**config.mk**
```make
export PLATFORM = sky130hd
export DESIGN_NAME = led_fader_flat
export DESIGN_NICKNAME = d
export VERILOG_FILES = /design/src/rtl/led_fader_if.sv /design/src/rtl/led_fader.sv /design/src/flat_wrapper.sv
export SDC_FILE = /design/constraint.sdc
export NUM_CORES = 1
export LEC_CHECK = 0
export ABC_AREA = 1
export BUFFER_PORTS_ARGS = -buffer_cell sky130_fd_sc_hd__buf_4
export CORE_MARGIN = 4
export CORE_UTILIZATION = 25
export CTS_CLUSTER_SIZE = 20
export DETAILED_ROUTE_END_ITERATION = 10
export SETUP_SLACK_MARGIN = 0.15
export SKIP_LAST_GASP = 1
export SLEW_MARGIN = 15
export SYNTH_ARGS = -nofsm -noshare
export SYNTH_HDL_FRONTEND = slang
export SYNTH_SLANG_ARGS = --single-unit
```
**constraint.sdc**
```tcl
create_clock -name clock -period 3.7 [get_ports clock]
set_input_delay 0.37 -clock clock [delete_from_list [all_inputs] [get_ports clock]]
set_output_delay 0.37 -clock clock [all_outputs]
set_load 0.005 [all_outputs]
```
**src/rtl/led_fader_if.sv**
```systemverilog
// led_fader_if: animation-stage pattern in, LED pin drive and settled flag out.
interface led_fader_if #(
    parameter int NUM_LEDS = 8
);
    logic                enable;
    logic [NUM_LEDS-1:0] targets;
    logic [NUM_LEDS-1:0] pwm_out;
    logic                settled;

    modport master (
        output enable,
        output targets,
        input  pwm_out,
        input  settled
    );

    modport slave (
        input  enable,
        input  targets,
        output pwm_out,
        output settled
    );
endinterface

```
**src/rtl/led_fader.sv**
```systemverilog
// led_fader: per-LED brightness ramps one step per fade tick toward the
// registered on/off target and is rendered as registered PWM.
module led_fader #(
    parameter int NUM_LEDS   = 8,
    parameter int LEVEL_BITS = 8,
    parameter int PRESCALE   = 390
) (
    input  logic       clock,
    input  logic       reset,
    led_fader_if.slave bus
);
    localparam int PW = (PRESCALE > 1) ? $clog2(PRESCALE) : 1;
    localparam logic [PW-1:0] PS_LAST = PW'(PRESCALE - 1);
    localparam logic [LEVEL_BITS-1:0] MAX = '1;
    localparam logic [LEVEL_BITS-1:0] ONE = LEVEL_BITS'(1);

    logic [NUM_LEDS-1:0]   target_q;
    logic [PW-1:0]         prescaler;
    logic [LEVEL_BITS-1:0] pwm_cnt;
    logic [LEVEL_BITS-1:0] level [NUM_LEDS];
    logic                  tick;
    logic                  at_end;
    logic [NUM_LEDS-1:0]   pwm_d;

    assign tick = bus.enable && (prescaler == PS_LAST);

    always_ff @(posedge clock) begin
        if (reset) begin
            target_q  <= '0;
            prescaler <= '0;
            pwm_cnt   <= '0;
        end else begin
            target_q <= bus.targets;
            pwm_cnt  <= pwm_cnt + ONE;
            if (bus.enable) begin
                if (prescaler == PS_LAST) begin
                    prescaler <= '0;
                end else begin
                    prescaler <= prescaler + PW'(1);
                end
            end
        end
    end

    // tick sees the previous target_q, so a new pattern acts from the next tick
    always_ff @(posedge clock) begin
        if (reset) begin
            for (int i = 0; i < NUM_LEDS; i++) begin
                level[i] <= '0;
            end
        end else if (tick) begin
            for (int i = 0; i < NUM_LEDS; i++) begin
                if (target_q[i] && level[i] != MAX) begin
                    level[i] <= level[i] + ONE;
                end else if (!target_q[i] && level[i] != '0) begin
                    level[i] <= level[i] - ONE;
                end
            end
        end
    end

    always_comb begin
        pwm_d  = '0;
        at_end = 1'b1;
        for (int i = 0; i < NUM_LEDS; i++) begin
            pwm_d[i] = (level[i] == MAX) || (pwm_cnt < level[i]);
            if (target_q[i] ? (level[i] != MAX) : (level[i] != '0)) begin
                at_end = 1'b0;
            end
        end
    end

    always_ff @(posedge clock) begin
        if (reset) begin
            bus.pwm_out <= '0;
            bus.settled <= 1'b1;
        end else begin
            bus.pwm_out <= pwm_d;
            bus.settled <= at_end;
        end
    end
endmodule

```
**src/flat_wrapper.sv**
```systemverilog
// flat-port wrapper written by rule: the top's interface ports become plain ports
module led_fader_flat 
#(
    parameter int NUM_LEDS   = 8,
    parameter int LEVEL_BITS = 8,
    parameter int PRESCALE   = 390
)
  (clock, reset, bus_enable, bus_targets, bus_pwm_out, bus_settled);
  led_fader_if #(.NUM_LEDS(NUM_LEDS)) bus_i ();
  input  logic clock;
  input  logic reset;
  input wire logic [$bits(bus_i.enable)-1:0] bus_enable;
  input wire logic [$bits(bus_i.targets)-1:0] bus_targets;
  output wire logic [$bits(bus_i.pwm_out)-1:0] bus_pwm_out;
  output wire logic [$bits(bus_i.settled)-1:0] bus_settled;
  assign bus_i.enable = bus_enable;
  assign bus_i.targets = bus_targets;
  assign bus_pwm_out = bus_i.pwm_out;
  assign bus_settled = bus_i.settled;
  led_fader #(.NUM_LEDS(NUM_LEDS), .LEVEL_BITS(LEVEL_BITS), .PRESCALE(PRESCALE)) u_core (.clock(clock), .reset(reset), .bus(bus_i));
endmodule
```
==> results of run 1 <==
==> worst paths after layout <==
kind | endpoint | slack, ps | cells after the start
worst max-delay path | u_core.level[1][5] | 840 | 13
worst max register to register | u_core.level[1][5] | 840 | 13
worst min-delay path | u_core.target_q[0] | 210 | 3
worst min register to register | u_core.prescaler[7] | 500 | 2
==> critical path, stage by stage, from the launching register on <==
cell and delay (ps):
dfxtp_1 380, ha_1 180, nand3_1 120, nor3_4 170, buf_4 350, nand2_1 190, inv_1 220, ha_1 340
nand3_1 110, nand3_1 150, a31oi_1 230, nand2_1 70, nand2_1 60, nor2_1 40
==> where the power goes <==
| part | switching [W] | internal, W |
|---|---|---|
| combinational | 0.000169 | 0.000104 |
| clock | 0.000457 | 0.000510 |
| sequential | 0.0000566 | 0.00121 |
==> cells in the mapped netlist (2+ instances only) <==
master,count,area [sq um]
xnor2_1,6,52.55
o21bai_1,3,22.52
edfxtp_1,64,1922
a21oi_1,81,405.4
nor2_4,2,22.52
inv_2,6,22.52
dfxtp_1,34,680.7
o21a_1,2,15.01
clkbuf_1,6,22.52
xor2_1,16,140.1
nor3_1,22,110.1
inv_1,158,593.1
a21o_1,3,22.52
a211oi_1,9,67.56
nor3b_1,2,15.01
nor2_2,4,25.02
fa_1,7,140.1
nor2_1,142,533.0
ha_1,104,1301
nand3_2,8,80.08
nand4_1,5,31.28
a31oi_1,6,37.54
nand3_1,60,300.3
nand2_1,242,908.4
o21ai_0,31,155.2
==> metrics by stage <==
step	instance area, sq um	instances
after floorplan	7765	1036
after global placement	8379	1447
after detailed placement	8379	1447
after CTS	8681	1463
after global routing	8681	1463
final	8681	1463
==> sequential cells by signal, summed over array words and instances, names as in the netlist <==
register	flops
u_core.level	64
u_core.bus.settled	1
u_core.bus.pwm_out	8
u_core.pwm_cnt	8
u_core.target_q	8
u_core.prescaler	9
==> layout by cell type (no fill, tap or decap), types with 3 or more instances in the layout <==
cell / count
dfxtp_1: 34
a211oi_1: 9
a21o_1: 3
nand3_2: 8
nand2_1: 242
clkbuf_16: 10
inv_2: 6
nand4_1: 5
o21bai_1: 3
edfxtp_1: 64
nor2_1: 142
a21oi_1: 81
ha_1: 104
nor2_2: 4
inv_6: 3
o21ai_0: 31
xor2_1: 16
inv_1: 158
fa_1: 7
xnor2_1: 6
nor3_1: 22
buf_4: 24
nand3_1: 60
a31oi_1: 6
==> routing by layer <==
metal / vias up / share of wire / track usage
met4: 0 / 0.0084 / 0.02337
met3: 11 / 0.032 / 0.02013
met1: 2960 / 0.50 / 0.1436
met5: - / 0 / 0
li1: 3443 / - / -
met2: 70 / 0.46 / 0.1807
==> area by class of cell <==
type / instances / area [sq um]
sequential: 98 / 2603
fill: 3281 / 21910
multi-input combinational: 764 / 4479
inverter: 165 / 621.8
timing repair buffer: 24 / 180.2
tap: 396 / 495.5
clock inverter: 6 / 51.30
clock buffer: 10 / 250.2
==> kinds of logic (layout without fill, tap and decap cells) <==
group,after synthesis,count (layout),share of synthesized area
XOR/XNOR,22,22,0.02481
AND/OR/NAND/NOR,492,492,0.2678
buffers and inverters,174,205,0.08798
adder cells (fa/ha/maj),111,111,0.1856
flip-flops,98,98,0.3352
AO/OA/AOI/OAI,139,139,0.09861
==> results.toml, run 1 <==
[power]
p_total_w = 0.002509
vdd_drop_max_mv = 0.2329
p_per_area_nw_per_um2 = 289.0
p_leak_nw = 4.229

[flow_run]
cap_violations = 0

[critical_path]
crit_fanout = 20
worst_setup_path_start_kind = "flop"
rr_startpoint = "u_core.prescaler[0]"
startpoint = "u_core.prescaler[0]"
end_kind = "flop"
critPathRequiredTime_ps = 3820
crit_arrival_ps = 2980
path_class = "reg -> reg"

[floorplanning]
fp.dieW_microns = 184.2
dieArea_sq_um = 33940
rows = 64
core-area_sq_um = 30590
start_util = 0.2538
ios = 20
die_h_microns = 184.2

[detailed_routing]
ant_nets = 0
drc = 0
post_drt_wl_per_cell_microns = 12.01
first_pass_iters = 5
via_count = 6484
drtIter0Drc = 356
wl_mm = 17.57
avgViaCountPerCell = 4.432

[grt]
grt_max_degree = 28
overflow = 0
grt_pass1_vias = 6201
grt_usage = 0.1072
antenna_found_initial = 0
grt_pass1_wl_mm = 29.73

[clocking]
h-tree-depth = 3
cts_sinks = 98
post_cts_resized = 0
postCtsHoldBufs = 0
cts.path.max_buffers = 2
cts-root-buf = "clkbuf_16"
path_clk_slew_ps = 70
cts_made_buffers = 9
clk_latency_ps = 360
cts_setup_buffers = 0
cts_tree = "built"

[timing]
fin_crit_sh = 0.7733
setup_tns_ps = 0
slew_headroom = 0.3176
hold_ws_ps = 212.1
setup_violations = 0
fin_crit_ps = 2861
fin_ws_ps = 838.9
tightest_slew_ps = 1019
rsz0062_at_grt = "no"
hold_viol_final = 0
fin_skew_ps = 7.121
maxSlewViolCount = 0
max_freq_mhz = 349.5

[synth]
ys_ff_latch = 98
async_flop_share = 0
synth_fp_nets = 1158
ys_seq_area_frac = 0.3352
synth-main-ff-cell = "edfxtp_1"
postSynthCellCount = 1036
syn_area_sq_um = 7765
synth.distinct_cells = 38
synth_edf_count = 64
syn_area_per_cell_sq_um = 7.495
yosysWarnings = 0

[placement]
io_buffers = 19
gp_congestion = 0.8250
dp_hpwl_mm = 13.28
pre_cts_ws_ps = 854.5

[outcome]
status = "complete, no violations"

[finish]
num-nets-final = 1184
drive_above_1_share = 0.06279
areaGrowthSynthToFinish_pct = 11.80
num_antenna_cells = 0
final_util = 0.2838

[min_path]
hold_start = "bus_targets[0]"
hp-class = "in -> reg"
No activity file was read; power rests on OpenSTA's default activity.
==> run 2, diff against run 1 <==
Settings changed: ABC_AREA 1 to 0.
Clock period 3.7 ns to 2.55 ns, I/O delays scaled along.
==> run 2 against run 1 <==
  * The run now ends with negative setup slack left
  * First-iteration DRC count is 2.5% lower
  * Cell count is 2.5% higher
  * Sequential power up 45%
  * Cell area rose by 26%
  * Non-clock buffer count is 225 higher
  * Core utilization is 8.2 points higher
  * Setup slack worse by 1200 ps
  * Critical endpoint is now u_core.level[1][22]
  * Largest cell class unchanged
==> results.toml, run 2 <==
[grt]
grt_pass1_wl_mm = 34.03
grt_max_degree = 49
overflow = 0
grt_pass1_vias = 7041
grt_usage = 0.1233
antenna_found_initial = 0

[clocking]
clk_latency_ps = 350
cts_tree = "built"
cts-root-buf = "clkbuf_16"
cts_made_buffers = 9
postCtsHoldBufs = 0
cts.path.max_buffers = 2
cts_sinks = 98
path_clk_slew_ps = 70
h-tree-depth = 3

[synth]
synth.distinct_cells = 53
synth.area.top_cells = "edfxtp_1 25%, ha_1 17%, dfxtp_1 9.0%"
syn_area_per_cell_sq_um = 8.863
synth_area_leader_cell = "edfxtp_1"
yosysWarnings = 0
synth_fp_nets = 980
syn_area_sq_um = 7605
synth_edf_count = 64
postSynthCellCount = 858
synth-main-ff-cell = "edfxtp_1"
yosysMostFrequentCell = "ha_1"
ys_seq_area_frac = 0.3422
ys_ff_latch = 98
synth_top_area_frac = 0.2527
yosys-top-cells-count = "104 x ha_1, 96 x inv_1, 91 x nor2_1, 64 x edfxtp_1, 57 x a21oi_1"
async_flop_share = 0

[detailed_routing]
via_count = 7135
first_pass_iters = 4
ant_nets = 0
post_drt_wl_per_cell_microns = 13.85
wl_mm = 20.76
drc = 0
avgViaCountPerCell = 4.760
drtIter0Drc = 347

[timing]
fin_crit_sh = 1.150
max_freq_mhz = 340.9
slew_headroom = 0.5796
tightest_slew_ps = 629.8
fin_skew_ps = 5.043
fin_ws_ps = -383.3
hold_ws_ps = 115.9
maxSlewViolCount = 0
hold_viol_final = 0
rsz0062_at_grt = "yes"
fin_crit_ps = 2933
setup_violations = 30

[critical_path]
rr_startpoint = "u_core.prescaler[3]"
r2r-end = "u_core.level[1][22]"
crit_path_end = "u_core.level[1][22]"
end_kind = "flop"
rrSetupSlack_ps = -380
startpoint = "u_core.prescaler[3]"
crit_arrival_ps = 3160
crit_fanout = 4
reg2reg_depth = 12
critPathRequiredTime_ps = 2770
worst_setup_path_start_kind = "flop"
path_class = "reg -> reg"

[min_path]
hp-class = "in -> reg"

[power]
power.internal_w = 0.002900
p_clk_frac = 0.351
vdd_drop_max_mv = 0.3493
swShare = 0.2740
p_leak_nw = 4.835
p_seq_frac = 0.461
p_per_area_nw_per_um2 = 366.5
switchingPower_w = 0.001094
power_frac_comb = 0.188

[finish]
num_antenna_cells = 0
num-nets-final = 1226
multi_input_area_sq_um = 5214
largest_reg_flops = 64
final_common_cell = "buf_4"
top_regs = "u_core.level: 64 flops, u_core.prescaler: 9 flops"
areaGrowthSynthToFinish_pct = 43.32
fill_cells = 2968
layout_common_cells = "241 x buf_4, 90 x inv_1, 87 x nor2_1, 81 x ha_1, 64 x edfxtp_1"
drive_above_1_share = 0.3363
regMostFlops = "u_core.level"
final_util = 0.3658
seq_area_sq_um = 2608

[outcome]
status = "finished, violations left"
violations = "negative setup slack"

[floorplanning]
ios = 20
core-area_sq_um = 29800
rows = 63
start_util = 0.2552
die_h_microns = 182.4
fp.dieW_microns = 182.4
dieArea_sq_um = 33270

[flow_run]
cap_violations = 0

[placement]
dp_hpwl_mm = 15.01
io_buffers = 19
gp_congestion = 0.8248
-- run 2: cell count changes after synthesis, sizes merged, moves of 14 or more --
cell / change
nor2b: +27
inv: -69
nand3: -31
nor2: -57
a21o: +14
nor3: +21
a21oi: -23
nand4: +16
o21a: +15
nand2: -202
-- run 2: metal layers --
| layer | GRT usage | wire length [microns] |
|---|---|---|
| met4 | 0.03002 | 303 |
| met2 | 0.2094 | 10180 |
| met1 | 0.1648 | 9610 |
| met5 | 0 | 0 |
| met3 | 0.01913 | 663 |
-- run 2: worst min-delay path by stage --
stage	start	endpoint	slack, ps	cells after the start
floorplan	bus_targets[0]	u_core.target_q[0]	380	1
global placement	bus_targets[3]	u_core.target_q[3]	470	2
detailed placement	bus_targets[0]	u_core.target_q[0]	480	2
CTS	bus_targets[0]	u_core.target_q[0]	110	2
global route	bus_targets[0]	u_core.target_q[0]	120	2
finish	bus_targets[4]	u_core.target_q[4]	120	2
-- run 2: power groups by stage --
| stage | Sequential [W] | Clock [W] | Combinational, W |
|---|---|---|---|
| after CTS | 0.00184 | 0.00143 | 0.000724 |
| after global placement | 0.00187 | 0 | 0.000657 |
| after global routing | 0.00185 | 0.00149 | 0.000840 |
| after floorplan | 0.00188 | 0 | 0.000362 |
| final | 0.00184 | 0.00140 | 0.000750 |
| after detailed placement | 0.00187 | 0 | 0.000671 |
-- run 2: cell families (layout without fill, tap and decap cells) --
| logic type | Yosys count | count (layout) | share of synthesized area |
|---|---|---|---|
| AOI/OAI and AO/OA | 175 | 175 | 0.1489 |
| DFF | 98 | 98 | 0.3422 |
| muxes | 5 | 5 | 0.006581 |
| buffers and inverters | 111 | 362 | 0.05610 |
| and+or+nand+nor | 328 | 328 | 0.2221 |
| adders and majority gates | 111 | 111 | 0.1895 |
| xor gates and xnor gates | 30 | 30 | 0.03455 |
-- run 2: through the flow --
stage / setup slack [ps] / setup TNS, ps / power [W] / cell area [sq um] / std cells
detailed placement: -416.9 / -7822 / 0.002545 / 9709 / 1444
CTS: -384.5 / -4934 / 0.003999 / 10660 / 1490
global route: -479.9 / -10830 / 0.004186 / 10900 / 1499
floorplan: -519.0 / -7077 / 0.002237 / 7715 / 858
finish: -383.3 / -6115 / 0.003995 / 10900 / 1499
global placement: -383.5 / -6827 / 0.002528 / 9709 / 1444
-- run 2: area by class of cell --
class / instances / share of cell area
Multi-Input combinational cell: 649 / 0.4784
Sequential cell: 98 / 0.2392
Timing Repair Buffer: 249 / 0.1743
Tap cell: 390 / 0.04477
Inverter: 97 / 0.03616
Clock buffer: 11 / 0.02422
Clock inverter: 5 / 0.002985
-- run 2: timing repair --
| action | 4_1_cts | 5_1_grt |
|---|---|---|
| endpoints found under the setup margin | 39 | 46 |
| pin swaps | 42 | 41 |
| gates resized for setup | 78 | 32 |
| setup buffers | 30 | 9 |
-- run 2: worst max-delay path, stage by stage (launching register included) --
cell	delay, ps
dfxtp_2	320
nand4bb_4	210
or4_4	580
buf_6	150
nor3_4	280
buf_6	170
ha_4	140
a21o_1	110
a21o_1	140
buf_4	130
a21oi_4	40
or4b_4	480
nand3_2	70
